### src/rtl/snake_pkg.sv
// Shared snake definitions: direction encodings and the opposite-direction helper.
package snake_pkg;

    localparam int DIR_W = 3;

    typedef logic [DIR_W-1:0] dir_t;

    localparam dir_t DIR_NONE  = 3'b000;
    localparam dir_t DIR_UP    = 3'b001;
    localparam dir_t DIR_DOWN  = 3'b010;
    localparam dir_t DIR_LEFT  = 3'b011;
    localparam dir_t DIR_RIGHT = 3'b100;
    localparam dir_t DIR_RESET = 3'b111;

    // Opposite heading; anything that is not a real heading maps to DIR_NONE.
    function automatic dir_t dir_opposite(input dir_t d);
        dir_t r;
        case (d)
            DIR_UP:    r = DIR_DOWN;
            DIR_DOWN:  r = DIR_UP;
            DIR_LEFT:  r = DIR_RIGHT;
            DIR_RIGHT: r = DIR_LEFT;
            default:   r = DIR_NONE;
        endcase
        return r;
    endfunction

endpackage

### src/rtl/snake_btn_debounce.sv
// Button conditioner: multi-flop synchroniser followed by a stable-level debouncer.
// `state` is the debounced pressed level, `press` pulses for one cycle on released->pressed.
module btn_debounce #(
    parameter int SYNC_STAGES     = 2,
    parameter int DEBOUNCE_CYCLES = 250000,
    parameter bit ACTIVE_LOW      = 1'b1
) (
    input  logic clk,
    input  logic rst_n,
    input  logic btn,
    output logic state,
    output logic press
);

    localparam int CNT_W = (DEBOUNCE_CYCLES > 1) ? $clog2(DEBOUNCE_CYCLES) : 1;
    localparam logic [CNT_W-1:0] CNT_LAST = CNT_W'(DEBOUNCE_CYCLES - 1);

    logic [SYNC_STAGES-1:0] sync_p0;
    logic [CNT_W-1:0]       cnt;
    logic                   level;

    // Synchroniser chain, reset to the idle (released) input level so no false press appears.
    always_ff @(posedge clk or negedge rst_n) begin
        if (!rst_n) sync_p0 <= {SYNC_STAGES{ACTIVE_LOW}};
        else        sync_p0 <= {sync_p0[SYNC_STAGES-2:0], btn};
    end

    assign level = ACTIVE_LOW ? ~sync_p0[SYNC_STAGES-1] : sync_p0[SYNC_STAGES-1];

    // Count consecutive cycles of a level differing from the accepted state; any match restarts it.
    always_ff @(posedge clk or negedge rst_n) begin
        if (!rst_n) begin
            cnt   <= '0;
            state <= 1'b0;
            press <= 1'b0;
        end else begin
            press <= 1'b0;
            if (level == state) begin
                cnt <= '0;
            end else if (cnt == CNT_LAST) begin
                cnt   <= '0;
                state <= level;
                press <= level;
            end else begin
                cnt <= cnt + 1'b1;
            end
        end
    end

endmodule

### src/rtl/snake_dir_queue_ctrl.sv
// Snake direction controller: debounced buttons feed a small direction FIFO drained by game ticks.
// Optional build macro SNAKE_REVERSE_FILTER_EN drops presses opposite to the reference heading.
module snake_dir_queue_ctrl
    import snake_pkg::*;
#(
    parameter int   DEBOUNCE_CYCLES = 250000,
    parameter int   SYNC_STAGES     = 2,
    parameter int   QUEUE_DEPTH     = 4,
    parameter dir_t DIR_START       = 3'b100
) (
    input  logic                         clk,
    input  logic                         rst_n,
    input  logic [3:0]                   btn_dir_n,
    input  logic                         btn_restart,
    input  logic                         tick,
    output logic [DIR_W-1:0]             direction,
    output logic                         game_reset,
    output logic [$clog2(QUEUE_DEPTH):0] q_level,
    output logic                         overflow
);

    localparam int AW = $clog2(QUEUE_DEPTH);
    localparam int LW = AW + 1;

    logic [3:0]  dir_press;
    logic [3:0]  dir_held_unused;   // only press edges drive the queue
    logic        rst_db;
    logic        rst_press_unused;

    dir_t        mem [QUEUE_DEPTH];
    logic [AW:0] wr_ptr, rd_ptr, wr_prev, level;
    dir_t        dir_q, ev_dir, tail, ref_dir;
    logic        empty, full, rev, ev_ok, pop, push, drop_full;

    for (genvar i = 0; i < 4; i++) begin : g_dir_btn
        btn_debounce #(
            .SYNC_STAGES    (SYNC_STAGES),
            .DEBOUNCE_CYCLES(DEBOUNCE_CYCLES),
            .ACTIVE_LOW     (1'b1)
        ) u_dir (
            .clk  (clk),
            .rst_n(rst_n),
            .btn  (btn_dir_n[i]),
            .state(dir_held_unused[i]),
            .press(dir_press[i])
        );
    end

    btn_debounce #(
        .SYNC_STAGES    (SYNC_STAGES),
        .DEBOUNCE_CYCLES(DEBOUNCE_CYCLES),
        .ACTIVE_LOW     (1'b0)
    ) u_restart (
        .clk  (clk),
        .rst_n(rst_n),
        .btn  (btn_restart),
        .state(rst_db),
        .press(rst_press_unused)
    );

    assign level   = wr_ptr - rd_ptr;
    assign empty   = (level == '0);
    assign full    = (level == LW'(QUEUE_DEPTH));
    assign wr_prev = wr_ptr - 1'b1;
    assign tail    = mem[wr_prev[AW-1:0]];
    assign ref_dir = empty ? dir_q : tail;

    // Pick the single winning press event: UP beats DOWN beats LEFT beats RIGHT.
    always_comb begin
        ev_dir = DIR_NONE;
        if      (dir_press[0]) ev_dir = DIR_UP;
        else if (dir_press[1]) ev_dir = DIR_DOWN;
        else if (dir_press[2]) ev_dir = DIR_LEFT;
        else if (dir_press[3]) ev_dir = DIR_RIGHT;
    end

    // Decide push/pop/drop; restart suppresses everything, a full queue still accepts with a pop.
    always_comb begin
`ifdef SNAKE_REVERSE_FILTER_EN
        rev = (ev_dir == dir_opposite(ref_dir));
`else
        rev = 1'b0;
`endif
        ev_ok     = (ev_dir != DIR_NONE) && (ev_dir != ref_dir) && !rev;
        pop       = tick && !empty && !rst_db;
        push      = ev_ok && (!full || pop) && !rst_db;
        drop_full = ev_ok && full && !pop && !rst_db;
    end

    // Queue pointers, current heading and overflow pulse; restart flushes and parks at DIR_START.
    always_ff @(posedge clk or negedge rst_n) begin
        if (!rst_n) begin
            wr_ptr   <= '0;
            rd_ptr   <= '0;
            dir_q    <= DIR_START;
            overflow <= 1'b0;
        end else if (rst_db) begin
            wr_ptr   <= '0;
            rd_ptr   <= '0;
            dir_q    <= DIR_START;
            overflow <= 1'b0;
        end else begin
            if (push) wr_ptr <= wr_ptr + 1'b1;
            if (pop) begin
                rd_ptr <= rd_ptr + 1'b1;
                dir_q  <= mem[rd_ptr[AW-1:0]];
            end
            overflow <= drop_full;
        end
    end

    // Queue storage; a full-queue push overwrites the slot being popped, which reads its old value.
    always_ff @(posedge clk) begin
        if (push) mem[wr_ptr[AW-1:0]] <= ev_dir;
    end

    assign direction  = rst_db ? DIR_RESET : dir_q;
    assign game_reset = rst_db;
    assign q_level    = level;

endmodule

### config.mk
export PLATFORM = sky130hd
export DESIGN_NAME = snake_dir_queue_ctrl
export DESIGN_NICKNAME = d
export VERILOG_FILES = /design/src/rtl/snake_pkg.sv /design/src/rtl/snake_btn_debounce.sv /design/src/rtl/snake_dir_queue_ctrl.sv
export SDC_FILE = /design/constraint.sdc
export NUM_CORES = 1
export LEC_CHECK = 0
export ABC_CLOCK_PERIOD_IN_PS = 6800
export CAP_MARGIN = 20
export CORE_MARGIN = 2
export CORE_UTILIZATION = 50
export CTS_CLUSTER_SIZE = 24
export DETAILED_ROUTE_END_ITERATION = 12
export PLACE_DENSITY = 0.77
export RECOVER_POWER = 25
export SYNTH_ARGS = -nofsm -noshare
export SYNTH_HDL_FRONTEND = slang
export SYNTH_SLANG_ARGS = --single-unit
### constraint.sdc
create_clock -name clk -period 6.8 [get_ports clk]
set_input_delay 1.36 -clock clk [delete_from_list [all_inputs] [get_ports clk]]
set_output_delay 1.36 -clock clk [all_outputs]
set_load 0.02 [all_outputs]
* Word level (Yosys, flattened, before mapping)
Memories as Yosys holds them, arrays and structs flattened. Index checks and enable logic that the tools add are counted.
Storage, ports and cells: logic and storage cells 109, RAM bits 12, memories 1, bits in registers 119
Memories:
- mem | words 4, width 3, rd ports 2, clocked after Yosys merged registers in 0, write ports 1, line snake_dir_queue_ctrl.sv:30 | dir_t mem [QUEUE_DEPTH];
Operators by class: $add $sub $neg 9, multiplexer cells 33, equality and inequality tests 12, bitwise gates (word level) 9, reductions and logical operators 22
Operators by type and width (number):
- $mux W18 | 10
- $add A18 B1 Y18 const B | 5
- $eq A18 B18 Y1 const B | 5
- $mux W3 | 12
- $mux W1 | 11
- $reduce_and A2 Y1 | 5
- $not A1 Y1 | 9
- $logic_and A1 B1 Y1 | 8
- $add A3 B1 Y3 const B | 2
- $eq A1 B1 Y1 | 5
- $logic_not A1 Y1 | 4
- $reduce_bool A2 Y1 | 2
- $eq A3 B3 Y1 const B | 1
- $logic_not A3 Y1 | 1
- $ne A3 B3 Y1 | 1
- $reduce_bool A3 Y1 | 1
- $sub A3 B3 Y3 | 1
- $sub A2 B1 Y2 const B | 1
- $logic_or A1 B1 Y1 | 1

* Logic depth before layout (Yosys ltp)
Gate-level depths: netlist of run 1.
depth after elaboration 10, depth in mapped cells 10, depth with buffers taken out 10

* Cells and area by module
A second synthesis of run 1 with hierarchy kept.
Unflattened totals: cell total of the unflattened synthesis 613, area, all modules 6611.3 um^2
Modules (own cells, without submodules):
- btn_debounce at g_dir_btn[1].u_dir ... | cells an instance 101, area an instance 1076.0 um^2, seq. area each 553.0 um^2, times used 3
- snake_dir_queue_ctrl | cells an instance 111, area an instance 1301.2 um^2, seq. area each 611.8 um^2, times used 1
- btn_debounce at u_restart | cells an instance 100, area an instance 1059.8 um^2, seq. area each 550.5 um^2, times used 1
- btn_debounce at g_dir_btn[0].u_dir | cells an instance 99, area an instance 1022.2 um^2, seq. area each 553.0 um^2, times used 1

* Worst setup path before layout of run 1
OpenSTA, ideal clock, no wires.
path kind reg2reg, start register wr_ptr[0], end memory mem[0][0] (netlist name) (enable), setup slack 3.774 ns, library setup time 0.253 ns, period minus slack after synthesis 3.026 ns, buffers on the path 0, arrival 2.773 ns, cell stages (with the launch flop) 10, cells stage by stage dfrtp_1 > inv_1 > ha_1 > fa_1 > and2_1 > and3_1 > or3_1 > a222oi_1 > nor3_1 > and3_1
Between the ends: cells in the longest elaborated chain, start to end 10, elaborated cells between the ends (all ways) 17, those cells by class add/sub (2); eq/ne (2); mux (3); reduce/logical (9); memory (1)
Ends and longest elaborated chain:
- start: declaration | line snake_dir_queue_ctrl.sv:31 | logic [AW:0] wr_ptr, rd_ptr, wr_prev, level;
- start signal: assignment | line snake_dir_queue_ctrl.sv:103 | if (push) wr_ptr <= wr_ptr + 1'b1;
- branches (longest 10 deep; another with $mem_v2 Z4 W3)
- end: declaration | line snake_dir_queue_ctrl.sv:30
Parallel ways; which one is timed is not known.

==> reports/results.md, run 1 <==
| Result | This run | Unit |
|---|---|---|
| Initial core utilization | 50.9 | % |
| Hold Buf Count CTS | 0 | - |
| Class of the tightest hold or removal check | reg -> reg | - |
| Endpoint of the worst hold path | g_dir_btn[0].u_dir.sync_p0[1]$_DFF_PN1_ | - |
| Worst Setup Start Kind | input port | - |
| Area of the core region | 12,000 | µm² |
| Top fanout value on the critical path | 66 | - |
| Max incr delay on CP | 2460 | ps |
| Overall die area | 13,100 | µm² |
| Number of instances in the synthesized netlist | 568 | - |
| Number of cells upsized or downsized after cts | 0 | - |
| Fill cell count | 958 | - |
| FP Rows | 40 | - |
| Crit-path slowest cell | clkbuf_1 | - |
| Number of CTS-inserted buffers | 17 | - |
| Number of flip-flops and latches in the synthesized netlist | 131 | - |
| Buffer and inverter count on the worst path | 2 | - |
| Run status | finished with violations | - |
| Worst min-delay path startpoint | g_dir_btn[0].u_dir.sync_p0[0]$_DFF_PN1_ | - |
| Placer's final routability congestion estimate | 0.915 | - |
| Number of setup violations in the final report | 0 | - |
| Setup slack of the most critical reg-to-reg path | 3150 | ps |
| Number of post-CTS setup repair buffers | 0 | - |
| Total track usage | 18.8 | % |
| Number of nets in the layout | 615 | - |
| Worst path top cell family by delay | buffers and inverters | - |
| Non-filler cells, final | 755 | - |
| Count of flip-flops with a built-in enable after synthesis | 12 | - |
| Worst hold path cell count | 0 | - |
| CTS tree | built | - |
| Synthesized net count | 588 | - |
| Worst-case headroom to the max-slew limit | -138 | % |
| Slew at the pin closest to its max-slew limit | 3570 | ps |
| Synth Area in Compound Gates | 2.12 | % |
| Mean instance size in the synthesized netlist | 10.7 | µm² |
| Critical Path RT | 7290 | ps |
| Placed insts | 723 | - |
| Via count of the first global-routing pass | 4,010 | - |
| Detailed placement HPWL | 7150 | µm |
| DRC violations left | 0 | - |
| Mapped cell area | 6090 | µm² |
| End of the worst register-to-register path | mem[2][1]$_DFFE_PP_ | - |
| Number of vias per cell | 5.47 | - |
| Combinational family with the most area after synthesis | simple AND/OR/NAND/NOR gates | - |
| Share of final-layout standard cells stronger than drive strength 1 | 7.89 | % |
| Upper clock frequency limit | 0.235 | GHz |
| First drt pass iteration count | 7 | - |
| Antenna Cells | 0 | - |
| Max-slew violation count | 67 | - |
| Final period util | 62.6 | % |
| Setup total negative slack | 0 | ps |
| Post-Synth XOR/XNOR Area | 12.5 | % |
| Fraction of registers with async set/reset | 90.8 | % |
| Clock Latency Late Sink | 420 | ps |
| Hold Violations, Final | 0 | - |
| Clock sink count | 131 | - |
| Vert. Die Dim | 114 | µm |
| Multiplexer share of the synthesized area | 3.50 | % |
| Number of maximum-capacitance violations | 1 | - |
| Vias | 4,129 | - |
| Number of placed I/O pins | 16 | - |
| First-pass GRT wire length | 19,000 | µm |
| Number of H-tree levels | 4 | - |
| Clock Pin Slew Worst Setup and Hold Paths | 60 | ps |
| Area growth from synthesis to final layout | 15.9 | % |
| Grt total ovfl | 0 | - |
| Critical path endpoint category | asynchronous set/reset pin | - |
| Leading cell type in the layout, fill and taps excluded | nor2_1 | - |
| WL final | 11,100 | µm |
| Critical path type | in -> async | - |
| Ys Warns | 0 | - |
| CTS max path bufs | 2 | - |
| Distinct cell type count after synthesis | 40 | - |
| Number of buffer cells added on primary ports | 15 | - |
| Worst vdd ir | 0.212 | mV |
| Clock root buffer | clkbuf_16 | - |
| Arrival time at the worst endpoint | 4740 | ps |
| Reg2reg start | wr_ptr[0]$_DFFE_PN0P_ | - |
| Final routed wire length divided by cell count | 14.7 | µm |
| Width of the die | 114 | µm |
| Max Clock Skew | 14.0 | ps |
| Iteration-0 DRC Markers | 315 | - |
| Worst-case setup slack after placement | 3200 | ps |
| Simple logic cell fraction of the synthesized area | 22.7 | % |
| Initial antenna violation count | 0 | - |
| Worst setup slack after layout | 2540 | ps |
| Maximum number of pins on one net before global-route repair | 67 | - |
| Main flop type after synthesis | dfrtp_1 | - |
| Worst R2R Path Depth | 9 | - |
| Adder and majority gate portion of the synthesized area | 2.59 | % |
| Total leakage power | 3.04 | nW |
| Min cycle time layout | 4260 | ps |
| Cells along the critical path | clkbuf_1, buf_4 | - |
| Total power density per cell area | 291 | nW/µm² |
| Sequential area share after synthesis | 55.0 | % |
| Violations in the final reports | capacitance limit, slew limit | - |
| Antenna violation net count after detailed routing | 0 | - |
| RSZ-0062 raised after global routing | no | - |
| Leading cell types in the layout, fill and taps excluded | nor2_1 (112), dfrtp_1 (110), xnor2_1 (48) | - |
per-layer routing:
metal | share of wire, % | vias to the layer above | routed length [µm] | GRT usage, %
met5 | 0 | - | 0 | 0
met4 | 1.5 | 0 | 165 | 6.67
met3 | 3.3 | 17 | 365 | 5.40
met2 | 50 | 69 | 5550 | 30.2
met1 | 45 | 2033 | 5040 | 24.4
li1 | - | 2010 | - | -
layout make-up:
cell class                      instances  area [µm²]  share of cell area, %
Clock buffer                           17         425                   6.03
Timing Repair Buffer                   17         155                   2.20
Tap cell                              147         184                   2.61
Multi-Input combinational cell        411        2640                   37.4
Clock inverter                         15         236                   3.35
Sequential cell                       131        3350                   47.5
Inverter                               17        63.8                  0.905
synthesized netlist by cell type, types with 7 or more instances:
library cell | n | area share (%)
nand2_1 | 31 | 1.9
dfrtp_1 | 110 | 45
xnor2_1 | 48 | 6.9
edfxtp_1 | 12 | 5.9
nor2_1 | 112 | 6.9
clkbuf_1 | 8 | 0.49
o21ai_0 | 11 | 0.90
nand4_1 | 15 | 1.5
nor3_1 | 14 | 1.2
nand3_1 | 37 | 3.0
dfstp_2 | 9 | 3.9
nor4_1 | 10 | 1.0
and4_1 | 9 | 1.3
ha_1 | 11 | 2.3
inv_1 | 17 | 1.0
xor2_1 | 36 | 5.2
and3_1 | 18 | 1.9
or3_1 | 7 | 0.72
through the flow:
stage                     total power (W)  util, %  hold slack [ps]  cell area [µm²]
after detailed placement          0.00104     53.5              346             6400
after global placement            0.00103     53.5              346             6400
after CTS                         0.00207     59.0              355             7060
final                             0.00205     59.0              351             7050
after floorplan                  0.000964        -              331             6090
after global routing              0.00213     59.0              359             7050
cell families (layout without fill, tap and decap cells):
family / after synthesis / count (layout)
simple gates: 280 / 280
fa+ha+maj: 12 / 12
flops: 131 / 131
compound gates: 22 / 22
buf+inv: 26 / 66
mux: 12 / 12
xor+xnor: 85 / 85
worst max path at each step:
stage	cells past startpoint	slack [ps]	startpoint	endpoint
6_report	2	2540	rst_n	g_dir_btn[1].u_dir.state$_DFFE_PN0P_
5_1_grt	2	1760	rst_n	g_dir_btn[1].u_dir.state$_DFFE_PN0P_
4_1_cts	6	2750	wr_ptr[0]$_DFFE_PN0P_	q_level[2]
3_5_place_dp	6	3200	wr_ptr[0]$_DFFE_PN0P_	q_level[2]
3_3_place_gp	6	3300	wr_ptr[0]$_DFFE_PN0P_	q_level[2]
2_1_floorplan	9	3770	wr_ptr[0]$_DFFE_PN0P_	mem[0][0]$_DFFE_PP_
report_power, final:
| group | switching, W | total (W) | internal (W) |
|---|---|---|---|
| logic | 0.000112 | 0.000194 | 0.0000823 |
| clock network | 0.000338 | 0.00102 | 0.000683 |
| registers | 0.0000262 | 0.000837 | 0.000811 |
flip-flops by register name (all words and copies together), names as in the netlist:
signal and flops:
dir_q 3, g_dir_btn.u_dir.cnt 72, mem 12, u_restart.sync_p0 2, g_dir_btn.u_dir.press 4, rd_ptr 3
u_restart.state 1, g_dir_btn.u_dir.state 4, u_restart.cnt 18, wr_ptr 3, g_dir_btn.u_dir.sync_p0 8, overflow 1
(Power assumes the default switching activity.)
==> run 2: changes to the inputs <==
--- a/config.mk
+++ b/config.mk
@@ -5,13 +5,13 @@
 export SDC_FILE = /design/constraint.sdc
 export NUM_CORES = 1
 export LEC_CHECK = 0
-export ABC_CLOCK_PERIOD_IN_PS = 6800
+export ABC_CLOCK_PERIOD_IN_PS = 3800
 export CAP_MARGIN = 20
 export CORE_MARGIN = 2
 export CORE_UTILIZATION = 50
 export CTS_CLUSTER_SIZE = 24
 export DETAILED_ROUTE_END_ITERATION = 12
-export PLACE_DENSITY = 0.77
+export PLACE_DENSITY = 0.79
 export RECOVER_POWER = 25
 export SYNTH_ARGS = -nofsm -noshare
 export SYNTH_HDL_FRONTEND = slang
==> constraint.sdc (replaced) <==
create_clock -name clk -period 3.8 [get_ports clk]
set_input_delay 0.76 -clock clk [delete_from_list [all_inputs] [get_ports clk]]
set_output_delay 0.76 -clock clk [all_outputs]
set_load 0.02 [all_outputs]
==> run 2 against run 1 <==
Against the previous run:
- clock skew is 4.2 ps lower
- power rose by 68%
- die area did not move
- routed wire length grew 0.56%
- the run still ends with capacitance limit, slew limit left
- critical path depth increased by 7
==> reports/results.md, run 2 (same netlist as run 1, synthesis figures left out) <==
| Result | This run | Unit | vs previous |
|---|---|---|---|
| Setup slack of the most critical reg-to-reg path | 310 | ps | was 3150 ps |
| Hold Violations, Final | 0 | - | unchanged |
| Leading cell types in the layout, fill and taps excluded | nor2_1 (112), dfrtp_1 (110), xnor2_1 (48) | - | unchanged |
| Clock sink count | 131 | - | unchanged |
| Proportion of power drawn by the clock network | 46.7 | % | was 49.8% |
| Buffer and inverter count on the worst path | 1 | - | was 2 |
| Critical Path RT | 3960 | ps | was 7290 ps |
| Worst path top cell family by delay | simple AND/OR/NAND/NOR gates | - | was buffers and inverters |
| CTS max path bufs | 2 | - | unchanged |
| Placer's final routability congestion estimate | 0.884 | - | was 0.915 |
| Total power density per cell area | 493 | nW/µm² | was 291 nW/µm² |
| Number of post-CTS setup repair buffers | 0 | - | unchanged |
| Detailed placement HPWL | 7300 | µm | was 7150 µm |
| Combinational share of power | 9.9 | % | was 9.5% |
| Number of buffer cells added on primary ports | 15 | - | unchanged |
| Initial core utilization | 50.9 | % | unchanged |
| Number of H-tree levels | 4 | - | unchanged |
| Post-route core utilization | 58.6 | % | was 59.0% |
| Setup total negative slack | 0 | ps | unchanged |
| Upper clock frequency limit | 0.287 | GHz |  |
| Final period util | 91.7 | % |  |
| Total leakage power | 3.03 | nW | was 3.04 nW |
| Worst-case setup slack after placement | 364 | ps | was 3200 ps |
| Sequential group share of total power | 43.4 | % | was 40.8% |
| Critical path type | reg -> reg | - | was in -> async |
| Min cycle time layout | 3490 | ps |  |
| Width of the die | 114 | µm | unchanged |
| Hold Buf Count CTS | 0 | - | unchanged |
| Initial antenna violation count | 0 | - | unchanged |
| Clock Latency Late Sink | 410 | ps | was 420 ps |
| End of the worst register-to-register path | mem[1][2]$_DFFE_PP_ | - | was mem[2][1]$_DFFE_PP_ |
| Antenna Cells | 0 | - | unchanged |
| Vert. Die Dim | 114 | µm | unchanged |
| Grt total ovfl | 0 | - | unchanged |
| Number of placed I/O pins | 16 | - | unchanged |
| Number of setup violations in the final report | 0 | - | unchanged |
| Class of the tightest hold or removal check | reg -> reg | - | unchanged |
| Slew at the pin closest to its max-slew limit | 2450 | ps | was 3570 ps |
| Maximum number of pins on one net before global-route repair | 51 | - | was 67 |
| Max Clock Skew | 9.82 | ps | was 14.0 ps |
| Switching fraction of total power | 23.9 | % | was 23.2% |
| Clock root buffer | clkbuf_16 | - | unchanged |
| Worst setup slack after layout | 314 | ps | was 2540 ps |
| Via count of the first global-routing pass | 4,223 | - | was 4,010 |
| Leading cell type in the layout, fill and taps excluded | nor2_1 | - | unchanged |
| Post-layout instance area | 7010 | µm² | was 7050 µm² |
| Reg2reg start | wr_ptr[0]$_DFFE_PN0P_ | - | unchanged |
| Cell with the most instances on the worst path | and3_1 | - |  |
| Iteration-0 DRC Markers | 259 | - | was 315 |
| First-pass GRT wire length | 19,500 | µm | was 19,000 µm |
| Clock Pin Slew Worst Setup and Hold Paths | 60 | ps | about the same |
| Top fanout value on the critical path | 7 | - | was 66 |
| Register ranked first by flip-flop count | g_dir_btn.u_dir.cnt | - | unchanged |
| Cells along the critical path | inv_1, ha_1, fa_1, and2_1, and3_1, or3_1, a222oi_1, nor3_1, and3_1 | - | was clkbuf_1, buf_4 |
| Net switching power of the design | 0.000826 | W | was 0.000476 W |
| Pint | 0.00263 | W | was 0.00158 W |
| FP Rows | 40 | - | unchanged |
| Crit path to | mem[1][2]$_DFFE_PP_ | - | was g_dir_btn[1].u_dir.state$_DFFE_PN0P_ |
| Share of final-layout standard cells stronger than drive strength 1 | 8.54 | % | was 7.89% |
| Final routed wire length divided by cell count | 14.8 | µm | was 14.7 µm |
| Area growth from synthesis to final layout | 15.1 | % | was 15.9% |
| Violations in the final reports | capacitance limit, slew limit | - | unchanged |
| Number of nets in the layout | 616 | - | was 615 |
| Antenna violation net count after detailed routing | 0 | - | unchanged |
| Fill cell count | 936 | - | was 958 |
| DRC violations left | 0 | - | unchanged |
| First drt pass iteration count | 4 | - | was 7 |
| Number of CTS-inserted buffers | 17 | - | unchanged |
| Largest register FFs | 72 | - | unchanged |
| Number of cells upsized or downsized after cts | 0 | - | unchanged |
| Placed cell area | 6420 | µm² | was 6400 µm² |
| Max incr delay on CP | 650 | ps | was 2460 ps |
| Area of the core region | 12,000 | µm² | unchanged |
| Overall die area | 13,100 | µm² | unchanged |
| Vias | 4,161 | - | was 4,129 |
| Number of maximum-capacitance violations | 1 | - | unchanged |
| Max-slew violation count | 44 | - | was 67 |
| Crit-path slowest cell | a222oi_1 | - | was clkbuf_1 |
| Total track usage | 19.2 | % | was 18.8% |
| Worst R2R Path Depth | 9 | - | unchanged |
| CTS tree | built | - | unchanged |
| WL final | 11,200 | µm | was 11,100 µm |
| Critical path endpoint category | register | - | was asynchronous set/reset pin |
| RSZ-0062 raised after global routing | no | - | unchanged |
| Worst Setup Start Kind | register | - | was input port |
| Worst-case headroom to the max-slew limit | -63.6 | % | was -138% |
| Worst vdd ir | 0.291 | mV | was 0.212 mV |
| Number of stages on the worst setup path | 9 | - | was 2 |
| Run status | finished with violations | - | unchanged |
| Arrival time at the worst endpoint | 3650 | ps | was 4740 ps |
| Worst setup path startpoint | wr_ptr[0]$_DFFE_PN0P_ | - | was rst_n |
| Number of vias per cell | 5.50 | - | was 5.47 |
run 2: cell types whose count changed in the layout (fill, tap and decap cells not counted):
cell	change
buf_12	+1
buf_4	+1
inv_6	-1
clkbuf_1	+1
clkinv_2	+4
bufinv_16	-4
clkinv_1	-4
clkinv_4	-1
clkbuf_8	+4
run 2: through the flow:
stage	hold slack (ps)	total power, W	instances
final	353	0.00346	756
after global routing	362	0.00359	756
after CTS	354	0.00348	756
after detailed placement	347	0.00187	724
after global placement	346	0.00185	724
after floorplan	331	0.00173	568
run 2: worst min path at each step:
stage	startpoint	to	slack, ps	cells after the start
2_1_floorplan	u_restart.sync_p0[0]$_DFF_PN0_	u_restart.sync_p0[1]$_DFF_PN0_	330	0
3_3_place_gp	g_dir_btn[0].u_dir.sync_p0[0]$_DFF_PN1_	g_dir_btn[0].u_dir.sync_p0[1]$_DFF_PN1_	350	0
3_5_place_dp	g_dir_btn[1].u_dir.sync_p0[0]$_DFF_PN1_	g_dir_btn[1].u_dir.sync_p0[1]$_DFF_PN1_	350	0
4_1_cts	rst_n	g_dir_btn[1].u_dir.cnt[16]$_DFF_PN0_	350	1
5_1_grt	g_dir_btn[1].u_dir.sync_p0[0]$_DFF_PN1_	g_dir_btn[1].u_dir.sync_p0[1]$_DFF_PN1_	360	0
6_report	g_dir_btn[1].u_dir.sync_p0[0]$_DFF_PN1_	g_dir_btn[1].u_dir.sync_p0[1]$_DFF_PN1_	350	0
run 2: layout make-up:
type / instances / area [µm²] / share of cell area [%]
Clock inverter: 9 / 104 / 1.48
Sequential cell: 131 / 3350 / 47.8
Tap cell: 147 / 184 / 2.62
Clock buffer: 23 / 488 / 6.96
Timing Repair Buffer: 18 / 179 / 2.55
Inverter: 17 / 63.8 / 0.911
Multi-Input combinational cell: 411 / 2640 / 37.7
run 2: per-layer routing:
metal,wire (µm),track usage [%],share of wire [%]
met5,0,0,0
met4,275,8.62,2.5
met2,5590,31.9,50
met3,386,6.03,3.5
met1,4930,22.9,44
run 2: power groups by stage:
stage               sequential (W)  clock (W)  combinational, W
finish                     0.00150    0.00161          0.000342
global route               0.00151    0.00171          0.000380
CTS                        0.00150    0.00164          0.000345
detailed placement         0.00152          0          0.000343
global placement           0.00152          0          0.000328
floorplan                  0.00151          0          0.000215
